[src/rtl/function_code_sender.sv]
// ---------------------------------------------------------------------------
// function_code_sender
//
// Sender side of the inter-interface function-code link. The user's raw
// confirm button is synchronised and debounced into a single press pulse; a
// press latches the synchronised 3-bit function selection {A,B,C} and
// presents it to the opposite interface with a valid flag and an optional
// hold time.
//
// Parameters
//   DEBOUNCE_CYCLES  consecutive synced-high cycles needed for a press (>= 1)
//   HOLD_CYCLES      cycles code_valid stays high after capture; 0 = until clear
//
// Optional feature macro: CODE_FILTER_EN
//   defined   : selections 3'b000 and 3'b111 are refused at capture time
//               (code_out untouched, reject pulses, FSM returns to where it was)
//   undefined : all 8 codes accepted, reject tied low
//
// Ports
//   clk          in   system clock, rising edge
//   reset        in   asynchronous active-high reset
//   sw[2:0]      in   function selection {A,B,C}, asynchronous
//   confirm_btn  in   raw confirm button, active-high, asynchronous
//   clear        in   synchronous 1-cycle pulse, withdraws the current code
//   code_out     out  latched function code {A,B,C}
//   code_valid   out  code_out is a live selection
//   reject       out  1-cycle pulse, selection refused
//   busy         out  FSM is not IDLE
//
// state   | meaning
// --------+-----------------------------------------------------------
// IDLE    | no live code; waiting for a debounced press
// CAPTURE | one cycle: latch synced sw, load hold timer (or refuse)
// ACTIVE  | code_out is live; clear, hold expiry or a new press leave
// ---------------------------------------------------------------------------
module function_code_sender #(
  parameter logic [15:0] DEBOUNCE_CYCLES = 16'd50000,
  parameter logic [23:0] HOLD_CYCLES     = 24'd0
) (
  input  logic       clk,
  input  logic       reset,
  input  logic [2:0] sw,
  input  logic       confirm_btn,
  input  logic       clear,
  output logic [2:0] code_out,
  output logic       code_valid,
  output logic       reject,
  output logic       busy
);

  typedef enum logic [1:0] {
    IDLE    = 2'd0,
    CAPTURE = 2'd1,
    ACTIVE  = 2'd2
  } state_t;

  state_t      state;
  state_t      state_n;

  logic [2:0]  sw_meta;
  logic [2:0]  sw_sync;
  logic        btn_meta;
  logic        btn_sync;

  logic [15:0] db_cnt;
  logic        press;

  logic [23:0] hold_cnt;
  logic [23:0] hold_n;
  logic [2:0]  code_n;
  logic        valid_n;
  logic        refuse;

  // two-flop synchronisers for the asynchronous user inputs
  always_ff @(posedge clk or posedge reset) begin
    if (reset) begin
      sw_meta  <= 3'b000;
      sw_sync  <= 3'b000;
      btn_meta <= 1'b0;
      btn_sync <= 1'b0;
    end else begin
      sw_meta  <= sw;
      sw_sync  <= sw_meta;
      btn_meta <= confirm_btn;
      btn_sync <= btn_meta;
    end
  end

  // Debounce: count consecutive synced-high cycles, saturating at the
  // threshold. press fires on the cycle the count lands on the threshold, so
  // a held button gives one press and re-arms only after a synced low.
  always_ff @(posedge clk or posedge reset) begin
    if (reset) begin
      db_cnt <= 16'd0;
      press  <= 1'b0;
    end else if (!btn_sync) begin
      db_cnt <= 16'd0;
      press  <= 1'b0;
    end else begin
      if (db_cnt != DEBOUNCE_CYCLES) begin
        db_cnt <= db_cnt + 16'd1;
      end
      press <= (db_cnt == DEBOUNCE_CYCLES - 16'd1);
    end
  end

`ifdef CODE_FILTER_EN
  logic reject_q;

  // "no function" selections are refused
  assign refuse = (sw_sync == 3'b000) || (sw_sync == 3'b111);

  always_ff @(posedge clk or posedge reset) begin
    if (reset) begin
      reject_q <= 1'b0;
    end else begin
      reject_q <= (state == CAPTURE) && refuse;
    end
  end

  assign reject = reject_q;
`else
  assign refuse = 1'b0;
  assign reject = 1'b0;
`endif

  always_ff @(posedge clk or posedge reset) begin
    if (reset) begin
      state      <= IDLE;
      code_out   <= 3'b000;
      code_valid <= 1'b0;
      hold_cnt   <= 24'd0;
    end else begin
      state      <= state_n;
      code_out   <= code_n;
      code_valid <= valid_n;
      hold_cnt   <= hold_n;
    end
  end

  always_comb begin
    state_n = state;
    code_n  = code_out;
    hold_n  = hold_cnt;
    valid_n = code_valid;

    case (state)
      IDLE: begin
        valid_n = 1'b0;
        if (press) begin
          state_n = CAPTURE;
        end
      end

      CAPTURE: begin
        if (refuse) begin
          // code_valid is high in CAPTURE only when we came from ACTIVE, so
          // it tells us where to return; the old code and timer are kept.
          if (code_valid) begin
            state_n = ACTIVE;
          end else begin
            state_n = IDLE;
          end
        end else begin
          code_n  = sw_sync;
          hold_n  = HOLD_CYCLES;
          valid_n = 1'b1;
          state_n = ACTIVE;
        end
      end

      ACTIVE: begin
        if (clear) begin
          state_n = IDLE;
          valid_n = 1'b0;
        end else if (press) begin
          // recapture; the hold timer is frozen until CAPTURE reloads it
          state_n = CAPTURE;
          valid_n = 1'b1;
        end else if ((HOLD_CYCLES != 24'd0) && (hold_cnt == 24'd1)) begin
          state_n = IDLE;
          valid_n = 1'b0;
        end else begin
          valid_n = 1'b1;
          if (hold_cnt != 24'd0) begin
            hold_n = hold_cnt - 24'd1;
          end
        end
      end

      default: begin
        state_n = IDLE;
        valid_n = 1'b0;
      end
    endcase
  end

  assign busy = (state != IDLE);

endmodule

[config.mk]
export PLATFORM = sky130hd
export DESIGN_NAME = function_code_sender
export DESIGN_NICKNAME = d
export VERILOG_FILES = /design/src/rtl/function_code_sender.sv
export SDC_FILE = /design/constraint.sdc
export NUM_CORES = 1
export LEC_CHECK = 0
export ABC_AREA = 1
export CAP_MARGIN = 20
export CORE_MARGIN = 2
export CORE_UTILIZATION = 45
export DETAILED_ROUTE_END_ITERATION = 6
export GPL_TIMING_DRIVEN = 0
export HOLD_SLACK_MARGIN = 0.03
export SLEW_MARGIN = 25
export SYNTH_ARGS = -nofsm -noshare
export SYNTH_HDL_FRONTEND = slang
export SYNTH_SLANG_ARGS = --single-unit
[constraint.sdc]
create_clock -name clk -period 1.62 [get_ports clk]
set_input_delay 0.243 -clock clk [delete_from_list [all_inputs] [get_ports clk]]
set_output_delay 0.243 -clock clk [all_outputs]
set_load 0.01 [all_outputs]
## Yosys cells after proc, flatten, opt, wreduce, memory -nomap -nowiden

Index checks and enable logic that the tools add are counted.

- Output and inout port bits: 6
- Word-level logic and storage cells: 25
- Register bits after elaboration: 31
- Bits of input ports: 7

- Muxes and demuxes: 8
- Reductions and logical operators: 2
- Equal/unequal tests: 5
- Add/subtract/negate cells: 1

Operator list:

| kind | number |
|---|---|
| 16-bit two-way mux | 2 |
| 16-bit by 1-bit adder with 16-bit output, second input constant | 1 |
| 16-bit equality test, second input constant | 1 |
| 16-bit inequality test, second input constant | 1 |
| 2-bit one-hot mux with 3 select lines | 1 |
| 2-bit two-way mux | 2 |
| 2-bit by 1-bit equality test with 1-bit output, second input constant | 1 |
| 2-bit equality test, second input constant | 1 |
| 2-bit logical NOT | 1 |
| 1-bit two-way mux | 2 |
| 2-bit by 1-bit inequality test with 1-bit output, second input constant | 1 |
| 1-bit one-hot mux with 2 select lines | 1 |
| 2-bit nonzero test | 1 |

## Depth between registers and ports, before layout

Gate-level depths: netlist (run 1).

- Depth after elaboration: 3
- Mapped depth: 7
- Depth with buffers taken out: 7

## Worst setup path after synthesis (run 1)

OpenSTA, ideal clock, no wires.

- Kind: register -> register
- Start: register db_cnt[1]
- End: register db_cnt[12]
- Buffers on the path: 0
- Data required time: 1.503 ns
- Slack: 0.413 ns
- Cell stages (with the launch flop): 7
- Arrival: 1.090 ns
- Library setup time: 0.117 ns
- Period minus slack after synthesis: 1.207 ns
- Path through: dfrtp_1 -> ha_1 -> nand3_4 -> nor2_4 -> nand3_2 -> nor2_1 -> nor2_1

- Longest elaborated chain between the ends: 3
- Elaborated cells on any way between the ends: 5
- Those cells by class: 1 x add/sub; 2 x eq/ne; 2 x mux

RTL lines:

| what | line | text |
|---|---|---|
| from (decl) | 65 | `logic [15:0] db_cnt;` |
| from (signal assigned) | 101 | `db_cnt <= db_cnt + 16'd1;` |
| 16-bit by 1-bit adder with 16-bit output | 101 |  |
| 16-bit two-way mux | 100 | `if (db_cnt != DEBOUNCE_CYCLES) begin` |
| 16-bit two-way mux | 96 | `end else if (!btn_sync) begin` |

Parallel ways exist; a longest one is shown, timed or not. The select of a mux whose other input is x is not followed.
A chain may end at the register's enable or synchronous reset.

## Worst setup path in the final report (run 1)

- Start: register state[1]
- End: output busy

- Longest elaborated chain between the ends: 1

RTL lines:

| what | line | text |
|---|---|---|
| from (decl) | 57 | `state_t state;` |
| from (signal assigned) | 134 | `state <= state_n;` |
| 2-bit nonzero test | 198 | `assign busy = (state != IDLE);` |
| to (decl) | 48 | `output logic busy` |

No other way between the ends.

==> results of run 1 <==
## Yosys cell counts, types with 2 or more instances
| library cell | instances | area (um2) |
|---|---|---|
| nor3b_1 | 2 | 15.0 |
| nand3_2 | 2 | 20.0 |
| inv_1 | 20 | 75.1 |
| nand2_1 | 39 | 146 |
| nor2_1 | 26 | 97.6 |
| o21ai_0 | 4 | 20.0 |
| a21oi_1 | 8 | 40.0 |
| nor3_1 | 3 | 15.0 |
| o21ai_1 | 2 | 10.0 |
| ha_1 | 6 | 75.1 |
| nand4_1 | 4 | 25.0 |
| dfrtp_1 | 31 | 776 |
| nand3_1 | 9 | 45.0 |
| nor2_4 | 4 | 45.0 |
| nand2_2 | 3 | 18.8 |
## state kept, by name, summed over array words and instances, names as in the netlist
signal and cells:
db_cnt 16, code_out 3, sw_meta 3, sw_sync 3, state 2, btn_meta 1, btn_sync 1, code_valid 1
press 1
## cell families after synthesis
| logic type | count (synthesis) | share of synthesized area, % |
|---|---|---|
| adders and majority gates | 6 | 5.01 |
| other | 1 | 0.250 |
| buffers and inverters | 22 | 6.43 |
| DFF | 31 | 51.8 |
| xor gates and xnor gates | 1 | 0.584 |
| and+or+nand+nor | 94 | 30.4 |
| AOI/OAI and AO/OA | 16 | 5.59 |
## layout make-up
type	instances	area, um2	area share [%]
timing repair buffer	13	124	7.02
sequential	31	776	44.0
clock inverter	2	35.0	1.99
tap	44	55.1	3.12
multi-input combinational	118	627	35.5
buffer	2	21.3	1.21
clock buffer	6	51.3	2.91
inverter	20	75.1	4.26
## final timing paths
path                                   end  slack (ns)  cells after the start
worst max-delay path                  busy         0.1                      4
max in group asynchronous       db_cnt[13]        0.91                      2
worst min-delay path             db_cnt[0]        0.29                      2
min in group clk                sw_meta[0]        0.33                      1
worst max register to register   db_cnt[0]        0.25                      7
worst min register to register  sw_sync[1]        0.36                      0
## metal layers
layer	vias to the layer above	share of wire [%]
met5	-	0
li1	588	-
met3	9	3.3
met4	0	2.5
met2	18	47
met1	527	48
## where the power goes
group          internal, W  switching (W)
clock network     0.000364       0.000277
registers         0.000789      0.0000129
logic            0.0000282      0.0000371
## through the flow
step | setup TNS (ns) | instance area, um2
floorplan | 0 | 1500
global placement | -0.0713 | 1660
detailed placement | 0 | 1660
CTS | 0 | 1760
global route | 0 | 1760
finish | 0 | 1760
## repair_timing
item | 4_1_cts | 5_1_grt
hold endpoints to repair | 0 | 0
setup buffers | 2 | 0
setup endpoints to repair | 1 | 0
gates resized for setup | 1 | 0
## worst max-delay path: stages (launching register included)
cell           delay (ns)
dfrtp_1              0.39
inv_1                0.10
ha_1                 0.14
inv_1                0.04
dlygate4sd2_1        0.27
==> impl_results.md, run 1 <==
* Initial Util at 48.3%
* Final Setup Violations at 0
* Leak pwr at ~0.8 nW
* Post-synthesis sequential area ratio at between 50% and 60%
* Hold_buf cts at 0
* Final hold viol count at 0
* Fillers at just over 300
* Placed Cells at around 230
* Reg-to-Reg Start: db_cnt[0]
* Crit path time final at around 1.5 ns
* Final ANT Viol Nets at 0
* First-pass GRT wire length at roughly 4400 um
* TritonCTS Sinks at 31
* Vias in the first global route at roughly 1000
* Post-Syn Nets at about 180
* Post-Layout Cell Count at 236
* Via density at around 4.8
* Total power at between 0.0015 and 0.002 W
* Critical path capture point type: output pin
* Least-Margin Pin Slew at 0.634 ns
* Clock tree buffer depth at 2
* Status: completed
* Nets@finish at between 200 and 250
* Worst slack, placed at between 0.1 and 0.15 ns
* Mapped Area at 0.00150 mm2
* Post-synthesis cell count at roughly 170
* GRT overflow at 0
* Synthesis Warnings at 0
* Synth Register Bits at 31
* Fin Hold WS at roughly 0.29 ns
* Asr flop ratio synth at 100%
* Met1 usage at a little over a fifth
* Crit path launch type: register
* Core Rows at 20
* Slew Limit Fails at 0
* H-tree levels at 2
* Worst Setup SP: state[1]
* Via count at roughly 1100
* Final core occ at 56.9%
* PortBufs at 11
* Io pins at 13
* DIE AREA at 0.00381 mm2
* Inserted Diodes at 0
* WL/cell at 11.0 um
* Tot GR Track Use at around 17%
* First DRT Iteration DRCs at 63
* Unique masters post-synth at 23
* Chip height at around 62 um
* Commonest non-fill, non-tap cells in the layout: 39 x nand2_1, 31 x dfrtp_1, 26 x nor2_1
* Clk pin slew, worst setup/hold paths at around 0.1 ns
* Mean post-synth cell area at between 8 and 9 um2
* Initial DRT Pass Iterations at 4
* Remaining DRCs at 0
* F_max at between 600 and 700 MHz
* RSZ-0062 raised after global routing: no
* CTS tree: yes
* Worst vdd ir at between 0.6 and 0.7 mV
* GRT met3 Usage at under 10%
* Core footprint at roughly 0.0031 mm2
* Crit path kind: register to output pin
* Share of layout cells above drive strength 1 at about an eighth
* Commonest non-fill, non-tap cell in the layout: nand2_1
* CP Data Arrival Time at 1.28 ns
* Worst-Skew Late Latency at approximately 0.34 ns
* Largest net degree at the start of global routing at 32
* CTS Buf Count at 5
* Worst hold path type: input port to asynchronous set/reset pin
* Number of flops mapped to enable cells by yosys at 0
* Met2 usage at between 20 and 25%
* Antenna violations before repair at 0
* PD cells at 855 mW/mm2
* Clk_skew at 0.0131 ns
* Worst path required time at between 1 and 1.5 ns
* Clock Tree Root: clkbuf_4
* Routability congestion estimate at just under 0.8
* Fin crit share at roughly 94%
* Dpl hpwl at 1910 um
* Total routed wirelength at 2600 um
* Max-Cap Viols at 0
* PnR worst setup slack at 0.0957 ns
* Slew HR at a little under 60%
* Crit-path max FO at 3
* Area grow syn2layout at 17.7%
* Die Width at just over 60 um
* Most Crowded Layer GR: met2
* Main synth FF type: dfrtp_1
(Power assumes the default switching activity.)
==> run 2: changes to the inputs <==
TNS_END_PERCENT = 30   (was unset)
==> results of run 2 <==
The final DEF is identical to that of run 1; final timing and power are the same.
